===== config.mk =====
export PLATFORM = sky130hd
export DESIGN_NAME = pipe_reg_chain
export DESIGN_NICKNAME = d
export VERILOG_FILES = /design/src/rtl/pipe_reg_chain.sv
export SDC_FILE = /design/constraint.sdc
export NUM_CORES = 1
export LEC_CHECK = 0
export ABC_AREA = 0
export BUFFER_PORTS_ARGS = -buffer_cell sky130_fd_sc_hd__clkbuf_2
export CAP_MARGIN = 20
export CORE_ASPECT_RATIO = 2
export CORE_MARGIN = 2
export CORE_UTILIZATION = 47
export DETAILED_ROUTE_END_ITERATION = 16
export PLACE_DENSITY = 0.77
export SETUP_SLACK_MARGIN = 0.15
export SLEW_MARGIN = 20
export SYNTH_ARGS = -nofsm -noshare
export SYNTH_HDL_FRONTEND = slang
export SYNTH_SLANG_ARGS = --single-unit

===== constraint.sdc =====
create_clock -name clk -period 5.01 [get_ports clk]
set_clock_uncertainty 0.1 [all_clocks]
set_input_delay 0.7515 -clock clk [delete_from_list [all_inputs] [get_ports clk]]
set_output_delay 0.7515 -clock clk [all_outputs]
set_load 0.05 [all_outputs]

===== src/rtl/pipe_reg_chain.sv =====
// Parametrised decode/result pipeline register chain with stall, flush, late result capture
// and combinational operand forwarding. Optional counters are enabled by PIPE_REG_CHAIN_PERF_EN.
module pipe_reg_chain #(
    parameter int NUM_STAGES = 3,
    parameter int PAYLOAD_W  = 64,
    parameter int DATA_W     = 16,
    parameter int IDX_W      = 3,
    parameter int NUM_SRC    = 2
) (
    input  logic                          clk,
    input  logic                          reset_n,
    input  logic                          in_valid,
    input  logic [PAYLOAD_W-1:0]          in_payload,
    input  logic [IDX_W-1:0]              in_dst,
    input  logic                          in_wr,
    output logic                          in_ready,
    input  logic [NUM_STAGES-1:0]         stall,
    input  logic [NUM_STAGES-1:0]         flush,
    input  logic [NUM_STAGES-1:0]         res_we,
    input  logic [NUM_STAGES*DATA_W-1:0]  res_data,
    input  logic [NUM_SRC*IDX_W-1:0]      q_idx,
    output logic [NUM_SRC-1:0]            q_hit,
    output logic [NUM_SRC-1:0]            q_pend,
    output logic [NUM_SRC*DATA_W-1:0]     q_data,
    output logic [NUM_STAGES-1:0]         stg_valid,
    output logic [NUM_STAGES*PAYLOAD_W-1:0] stg_payload,
    output logic                          out_valid,
    output logic                          out_wr,
    output logic [IDX_W-1:0]              out_dst,
    output logic [DATA_W-1:0]             out_res
`ifdef PIPE_REG_CHAIN_PERF_EN
    ,
    output logic [31:0]                   perf_retired,
    output logic [31:0]                   perf_bubbles,
    output logic [31:0]                   perf_flushed
`endif
);

    localparam int unsigned LAST = NUM_STAGES - 1;

    typedef struct packed {
        logic                 valid;
        logic                 wr;
        logic [IDX_W-1:0]     dst;
        logic                 res_ok;
        logic [DATA_W-1:0]    res;
        logic [PAYLOAD_W-1:0] payload;
    } stage_t;

    stage_t                stg_q [NUM_STAGES];
    stage_t                stg_d [NUM_STAGES];
    logic [NUM_STAGES-1:0] hold;

    // A stall freezes its own stage and every younger one.
    always_comb begin
        hold = '0;
        for (int k = 0; k < NUM_STAGES; k++) begin
            for (int i = k; i < NUM_STAGES; i++) begin
                hold[k] = hold[k] | stall[i];
            end
        end
    end

    assign in_ready = !hold[0];

    // Per-stage next state: flush, then hold, then load/bubble/shift.
    always_comb begin
        for (int k = 0; k < NUM_STAGES; k++) begin
            stg_d[k] = stg_q[k];
        end

        if (flush[0]) begin
            stg_d[0].valid = 1'b0;
        end else if (!hold[0]) begin
            stg_d[0].valid   = in_valid;
            stg_d[0].wr      = in_wr;
            stg_d[0].dst     = in_dst;
            stg_d[0].payload = in_payload;
            stg_d[0].res_ok  = 1'b0;
            stg_d[0].res     = '0;
            if (res_we[0]) begin
                stg_d[0].res_ok = 1'b1;
                stg_d[0].res    = res_data[DATA_W-1:0];
            end
        end

        for (int k = 1; k < NUM_STAGES; k++) begin
            if (flush[k]) begin
                stg_d[k].valid = 1'b0;
            end else if (!hold[k]) begin
                if (hold[k-1]) begin
                    stg_d[k].valid = 1'b0;
                end else begin
                    stg_d[k] = stg_q[k-1];
                    if (res_we[k]) begin
                        stg_d[k].res_ok = 1'b1;
                        stg_d[k].res    = res_data[k*DATA_W +: DATA_W];
                    end
                end
            end
        end
    end

    always_ff @(posedge clk or negedge reset_n) begin
        if (!reset_n) begin
            for (int k = 0; k < NUM_STAGES; k++) begin
                stg_q[k] <= '0;
            end
        end else begin
            for (int k = 0; k < NUM_STAGES; k++) begin
                stg_q[k] <= stg_d[k];
            end
        end
    end

    // Forwarding: scan oldest to youngest so the youngest writer overrides.
    always_comb begin
        q_hit  = '0;
        q_pend = '0;
        q_data = '0;
        for (int j = 0; j < NUM_SRC; j++) begin
            for (int k = NUM_STAGES - 1; k >= 0; k--) begin
                if (stg_q[k].valid && stg_q[k].wr &&
                    (stg_q[k].dst == q_idx[j*IDX_W +: IDX_W])) begin
                    q_hit[j]                    = stg_q[k].res_ok;
                    q_pend[j]                   = !stg_q[k].res_ok;
                    q_data[j*DATA_W +: DATA_W]  = stg_q[k].res_ok ? stg_q[k].res : '0;
                end
            end
        end
    end

    always_comb begin
        stg_valid   = '0;
        stg_payload = '0;
        for (int k = 0; k < NUM_STAGES; k++) begin
            stg_valid[k]                          = stg_q[k].valid;
            stg_payload[k*PAYLOAD_W +: PAYLOAD_W] = stg_q[k].payload;
        end
    end

    assign out_valid = stg_q[LAST].valid;
    assign out_wr    = stg_q[LAST].wr;
    assign out_dst   = stg_q[LAST].dst;
    assign out_res   = stg_q[LAST].res;

`ifdef PIPE_REG_CHAIN_PERF_EN
    localparam int unsigned CNT_W = 32;

    logic [CNT_W-1:0] perf_retired_q, perf_retired_d;
    logic [CNT_W-1:0] perf_bubbles_q, perf_bubbles_d;
    logic [CNT_W-1:0] perf_flushed_q, perf_flushed_d;
    logic             retire_ev;
    logic             bubble_ev;
    logic             flush_ev;

    // Saturating event counters.
    always_comb begin
        retire_ev = stg_q[LAST].valid && !hold[LAST];
        flush_ev  = |(flush & stg_valid);
        bubble_ev = 1'b0;
        for (int k = 1; k < NUM_STAGES; k++) begin
            if (!flush[k] && !hold[k] && hold[k-1]) begin
                bubble_ev = 1'b1;
            end
        end
        perf_retired_d = perf_retired_q;
        perf_bubbles_d = perf_bubbles_q;
        perf_flushed_d = perf_flushed_q;
        if (retire_ev && (perf_retired_q != '1)) perf_retired_d = perf_retired_q + CNT_W'(1);
        if (bubble_ev && (perf_bubbles_q != '1)) perf_bubbles_d = perf_bubbles_q + CNT_W'(1);
        if (flush_ev  && (perf_flushed_q != '1)) perf_flushed_d = perf_flushed_q + CNT_W'(1);
    end

    always_ff @(posedge clk or negedge reset_n) begin
        if (!reset_n) begin
            perf_retired_q <= '0;
            perf_bubbles_q <= '0;
            perf_flushed_q <= '0;
        end else begin
            perf_retired_q <= perf_retired_d;
            perf_bubbles_q <= perf_bubbles_d;
            perf_flushed_q <= perf_flushed_d;
        end
    end

    assign perf_retired = perf_retired_q;
    assign perf_bubbles = perf_bubbles_q;
    assign perf_flushed = perf_flushed_q;
`endif

endmodule


==> results.txt, run 1 <==
Run status -> complete, no violations
Half-perimeter wire length after detailed placement -> 23.5 mm
1st-pass router iterations -> 6
DIE AREA -> 0.0287 mm2
Horizontal die dimension -> 121 um
Insertion delay to the later sink of the worst-skew pair -> 0.53 ns
Worst path buffer plus inverter count -> 1
Cell area after synthesis -> 0.0128 mm2
Minimum clock period -> 3.75 ns
Largest fanout of any net on the critical path -> 18
Initial cell density of the core -> 47.6%
Area of the placeable core -> 0.0269 mm2
Share of cells above drive strength 1 -> 42.1%
Asr flop ratio synth -> 100%
Initial antenna violation count -> 2
Post-route DRC violation count -> 0
Total number of H-tree levels -> 1
Post-synthesis sequential area ratio -> 50.4%
CTS root buf -> sky130_fd_sc_hd__clkbuf_16
Worst voltage drop across the vdd grid -> 0.418 mV
Largest stage delay on the critical path -> 0.83 ns
Routed len/inst -> 19.0 um
RSZ-0062 raised after global routing -> no
Worst min path class -> in -> async
Global-route wire length before repair -> 51.3 mm
Cells taking the most area after synthesis -> sky130_fd_sc_hd__dfrtp_1 (50%), sky130_fd_sc_hd__buf_4 (13%), sky130_fd_sc_hd__mux2_2 (12%), sky130_fd_sc_hd__nand2_1 (7.6%), sky130_fd_sc_hd__a21oi_1 (4.8%)
Number of global-route vias before repair -> 9325
Net count after synthesis -> 1372
Worst reg2reg path startpoint -> stg_valid[0]$_DFFE_PN0P_
Count of final max-slew check failures -> 0
End of the worst register-to-register path -> stg_valid[1]$_DFFE_PN0P_
Via count -> 9273
Most frequent standard cell in the layout excluding fill and tap cells -> sky130_fd_sc_hd__clkbuf_2
Drt via density -> 5.30
Number of buffers added on ports -> 386
Series of cell instances along the critical path -> xnor2_1 > nand4_1 > nand3b_1 > a21oi_1 > clkbuf_2
Post-cts gate resize count -> 0
Highest clock frequency the design can meet -> 267 MHz
Top Family by Delay on Critical Path -> simple AND/OR/NAND/NOR gates
Final Hold Fails -> 0
Number of flip-flops and latches in the synthesized netlist -> 258
Overflow left after global routing -> 0
Worst slew pin tran -> 1.10 ns
Cell Area, Placed -> 0.0134 mm2
Layout area overhead -> 10.8%
Synthesized area divided by synthesized cell count -> 10.3 um2
Cell Pwr Density -> 582 mW/mm2
Most frequent cells in the layout -> sky130_fd_sc_hd__clkbuf_2 (385), sky130_fd_sc_hd__nand2_1 (259), sky130_fd_sc_hd__dfrtp_1 (258)
Final layout net count -> 1517
Setup_tns -> 0 ns
Startpoint type of the worst setup path -> flop
Initial drt markers -> 675
Most used flip-flop cell after synthesis -> sky130_fd_sc_hd__dfrtp_1
Top cell type's share of synthesized area -> 50.4%
Yosys top cell by area -> sky130_fd_sc_hd__dfrtp_1
Number of core rows -> 85
Number of enable-type register cells in the synthesized netlist -> 0
Final WL -> 33.3 mm
Design area -> 0.0142 mm2
Clock transition at the register clock pins on the worst setup and hold paths after CTS -> 0.06 ns
Count of buffers added by post-CTS timing repair for setup -> 0
Fin worst setup slack -> 1.26 ns
Worst reg-to-reg setup slack -> 3.65 ns
Yosys cell types -> 34
Path type of the worst setup path -> reg -> out
Worst Setup End Kind -> primary output
Longest Clk Path Bufs -> 3
Sinks on the clock net -> 258
Worst Reg2Reg Path Length in Cells -> 2
Syn Inst Count -> 1238
Final estimated routing congestion in global placement -> 0.921
TritonCTS Buffers -> 24
Cell with the biggest individual delay on the critical path -> sky130_fd_sc_hd__nand4_1
Die Span Y -> 237 um
Count of nets left with antenna violations after detail routing -> 0
CTS hold repair buffers -> 0
Pre-CTS setup slack -> 1.43 ns
Max-slew headroom at the worst pin -> 26.4%
Yosys Warn Count -> 0
Global-route usage over all layers -> 22.7%
TritonCTS clock tree -> built
Worst EP required -> 4.16 ns
Final worst path period share -> 74.8%
Count of max-cap constraint violations -> 0
IO Pins -> 387
Number of setup violations in the final report -> 0
Standby leakage power -> 7.35 nW
Data arrival, critical path -> 2.89 ns
Pin count of the biggest net entering global routing -> 98
-- cells by family after synthesis --
| group | synth area share, % |
|---|---|
| AND/OR/NAND/NOR | 13.0 |
| AO/OA/AOI/OAI | 5.71 |
| multiplexers | 14.5 |
| flip-flops | 50.4 |
| XOR/XNOR | 1.23 |
| buffers and inverters | 15.1 |
-- final cells by class --
| type | instances | area (um2) |
|---|---|---|
| clock buffer | 35 | 703 |
| fill | 2401 | 12700 |
| sequential | 258 | 6460 |
| antenna | 2 | 5.00 |
| timing repair buffer | 400 | 2070 |
| tap | 348 | 435 |
| multi-input combinational | 699 | 4440 |
| clock inverter | 6 | 82.6 |
-- worst max-delay path by stage --
stage	slack [ns]	from	cells past startpoint	end
floorplan	1.62	q_idx[5]	5	q_data[17]
global route	1.14	stg_q[169]$_DFFE_PN0P_	5	q_data[9]
finish	1.26	stg_q[168]$_DFFE_PN0P_	5	q_data[15]
global placement	1.45	q_idx[5]	6	q_data[23]
CTS	1.32	stg_q[255]$_DFFE_PN0P_	5	q_data[23]
detailed placement	1.43	q_idx[5]	6	q_data[23]
-- stage by stage --
stage	hold slack [ns]	instances	power, mW	utilization [%]
after floorplan	0.356	1238	6.25	-
after global placement	0.377	1704	6.37	49.7
after detailed placement	0.383	1704	6.44	49.7
after CTS	0.148	1745	8.31	52.7
after global routing	0.173	1748	8.59	52.7
final	0.123	1748	8.26	52.7
-- layer usage --
layer  GRT usage, %  share of wire (%)  vias up
li1               -                  -     4179
met1           25.1                 35     4558
met2           41.4                 53      428
met3           3.57                6.3      108
met4           11.4                5.3        0
met5              0                  0        -
-- where the power goes --
group	switching, mW	internal, mW
Combinational	2.51	0.790
Clock	0.773	1.07
Sequential	0.457	2.66
Total	3.74	4.52
-- synthesized netlist by cell type (all sizes together) (2+ instances only) --
cell,number
nor3,4
dfrtp,258
and4b,2
nand2,259
clkbuf,17
a31oi,2
nor4,4
nand4,9
xnor2,6
a21oi,130
a41oi,2
buf,264
xor2,12
or4,2
mux2i,33
nor2,43
nand3,21
mux2,136
nand3b,25
a22oi,2
-- registers in the layout, summed over array words and instances (netlist names) --
register and cells:
out_res 16, stg_q 43, out_valid 1, stg_valid 2, stg_payload 192, out_dst 3, out_wr 1
-- worst reg2reg max path, delay by kind of cell (launching register included) --
kind,cells,cell delay (ns)
simple gates,1,0.61
compound gates,1,0.15
flops,1,0.43
No activity file was read; power rests on OpenSTA's default activity.
==> inputs of run 2 (changes only) <==
- clock period: 5.01 -> 3.7 ns (I/O delays scaled with it)
==> results.txt, run 2 (same netlist as run 1, synthesis figures left out) <==
1st-pass router iterations -> 5 (was 6)
Worst path buffer plus inverter count -> 2 (was 1)
Share of cells above drive strength 1 -> 42.6% (was 42.1%)
Global-route wire length before repair -> 52.4 mm (was 51.3 mm)
Total chip power -> 11.1 mW (was 8.26 mW)
Largest fanout of any net on the critical path -> 16 (was 18)
Global-route usage over all layers -> 23.3% (was 22.7%)
Overflow left after global routing -> 0 (unchanged)
Most frequent cells in the layout -> sky130_fd_sc_hd__clkbuf_2 (385), sky130_fd_sc_hd__nand2_1 (259), sky130_fd_sc_hd__dfrtp_1 (258) (unchanged)
Total area of multi-input combinational cells -> 0.00444 mm2 (unchanged)
CTS root buf -> sky130_fd_sc_hd__clkbuf_16 (unchanged)
Count of max-cap constraint violations -> 0 (unchanged)
Via count -> 9342 (was 9273)
Worst min path class -> in -> async (unchanged)
Worst Setup End Kind -> primary output (unchanged)
TritonCTS Buffers -> 23 (was 24)
Cell Area, Placed -> 0.0135 mm2 (was 0.0134 mm2)
Sinks on the clock net -> 258 (unchanged)
DIE AREA -> 0.0287 mm2 (unchanged)
Final estimated routing congestion in global placement -> 0.896 (was 0.921)
Standby leakage power -> 7.39 nW (was 7.35 nW)
Horizontal die dimension -> 121 um (unchanged)
Path type of the worst setup path -> reg -> out (unchanged)
Area of the placeable core -> 0.0269 mm2 (unchanged)
Worst voltage drop across the vdd grid -> 0.623 mV (was 0.418 mV)
Insertion delay to the later sink of the worst-skew pair -> 0.52 ns (was 0.53 ns)
Number of cells after detailed placement -> 1716 (was 1704)
Top Family by Delay on Critical Path -> simple AND/OR/NAND/NOR gates (unchanged)
Number of global-route vias before repair -> 9331 (was 9325)
Worst EP required -> 3.04 ns (was 4.16 ns)
Largest register FFs -> 192 (unchanged)
Largest stage delay on the critical path -> 0.71 ns (was 0.83 ns)
Post-route DRC violation count -> 0 (unchanged)
Number of setup violations in the final report -> 0 (unchanged)
Startpoint type of the worst setup path -> flop (unchanged)
Final worst path period share -> 92.3%
Setup_tns -> 0 ns (unchanged)
Run status -> complete, no violations (unchanged)
Half-perimeter wire length after detailed placement -> 24.4 mm (was 23.5 mm)
Minimum clock period -> 3.41 ns
Worst slew pin tran -> 1.10 ns (about the same)
Series of cell instances along the critical path -> xnor2_1 > nand4_1 > buf_4 > nand3b_1 > a21oi_1 > clkbuf_2 (was xnor2_1 > nand4_1 > nand3b_1 > a21oi_1 > clkbuf_2)
Count of final max-slew check failures -> 0 (unchanged)
RSZ-0062 raised after global routing -> no (unchanged)
Final core utilization -> 53.0% (was 52.7%)
Count of nets left with antenna violations after detail routing -> 0 (unchanged)
Initial antenna violation count -> 3 (was 2)
Layout area overhead -> 11.5% (was 10.8%)
Pin count of the biggest net entering global routing -> 124 (was 98)
Count of buffers added by post-CTS timing repair for setup -> 0 (unchanged)
Drt via density -> 5.30 (about the same)
Area used by sequential logic in the layout -> 0.00646 mm2 (unchanged)
TritonCTS clock tree -> built (unchanged)
Number of buffers added on ports -> 386 (unchanged)
Cell Pwr Density -> 780 mW/mm2 (was 582 mW/mm2)
Design area -> 0.0143 mm2 (was 0.0142 mm2)
IO Pins -> 387 (unchanged)
Data arrival, critical path -> 2.76 ns (was 2.89 ns)
Fillers -> 2359 (was 2401)
Total number of H-tree levels -> 1 (unchanged)
Max-slew headroom at the worst pin -> 26.6% (was 26.4%)
Final Hold Fails -> 0 (unchanged)
Initial cell density of the core -> 47.6% (unchanged)
Routed len/inst -> 19.5 um (was 19.0 um)
Final layout net count -> 1528 (was 1517)
Highest clock frequency the design can meet -> 293 MHz
Most frequent standard cell in the layout excluding fill and tap cells -> sky130_fd_sc_hd__clkbuf_2 (unchanged)
Post-cts gate resize count -> 0 (unchanged)
Die Span Y -> 237 um (unchanged)
Final WL -> 34.3 mm (was 33.3 mm)
Cell with the biggest individual delay on the critical path -> sky130_fd_sc_hd__nand4_1 (unchanged)
Number of core rows -> 85 (unchanged)
Clock transition at the register clock pins on the worst setup and hold paths after CTS -> 0.07 ns (was 0.06 ns)
CTS hold repair buffers -> 0 (unchanged)
Initial drt markers -> 786 (was 675)
Longest Clk Path Bufs -> 3 (unchanged)
Non-filler cells, final -> 1763 (was 1748)
[run 2: final timing paths]
check | slack (ns) | to | startpoint | cells after the start
max in group asynchronous | 2.58 | stg_q[157]$_DFFE_PN0P_ | reset_n | 2
worst min-delay path | 0.004 | stg_payload[189]$_DFFE_PN0P_ | reset_n | 1
worst min register to register | 0.40 | stg_payload[39]$_DFFE_PN0P_ | stg_payload[39]$_DFFE_PN0P_ | 2
worst max register to register | 2.36 | stg_valid[1]$_DFFE_PN0P_ | stg_valid[0]$_DFFE_PN0P_ | 2
min in group clk | 0.12 | stg_payload[27]$_DFFE_PN0P_ | in_payload[27] | 3
worst max-delay path | 0.29 | q_data[29] | stg_q[167]$_DFFE_PN0P_ | 6
[run 2: layout make-up]
type	count	area share [%]
diodes	4	0.0702
clock buffers	32	4.48
clock inverters	10	0.807
multi-input cells	699	31.1
flip-flops and latches	258	45.2
well taps	348	3.05
repair buffers	412	15.2
[run 2: report_power, final]
group          switching, mW  leakage, nW  total [mW]  internal, mW
clock                   1.05        0.362        2.41          1.36
sequential             0.631         3.24        4.23          3.60
combinational           3.41         3.79        4.48          1.07
[run 2: metrics by stage]
| stage | hold WS, ns | setup slack [ns] |
|---|---|---|
| floorplan | 0.159 | 0.692 |
| global placement | 0.377 | 0.678 |
| detailed placement | 0.384 | 0.604 |
| CTS | 0.0358 | 0.246 |
| global route | 0.0855 | 0.175 |
| finish | 0.00381 | 0.286 |
[run 2: worst reg2reg max path, delay by kind of cell, from the launching register on]
| family | cells | cell delay [ns] |
|---|---|---|
| and+or+nand+nor | 1 | 0.61 |
| DFF | 1 | 0.41 |
| AOI/OAI and AO/OA | 1 | 0.15 |
[run 2: metal layers]
layer	vias up	share of wire, %	global-route usage [%]
li1	4214	-	-
met3	122	6.2	3.77
met1	4519	35	26.3
met5	-	0	0
met2	487	53	41.9
met4	0	5.5	12.0
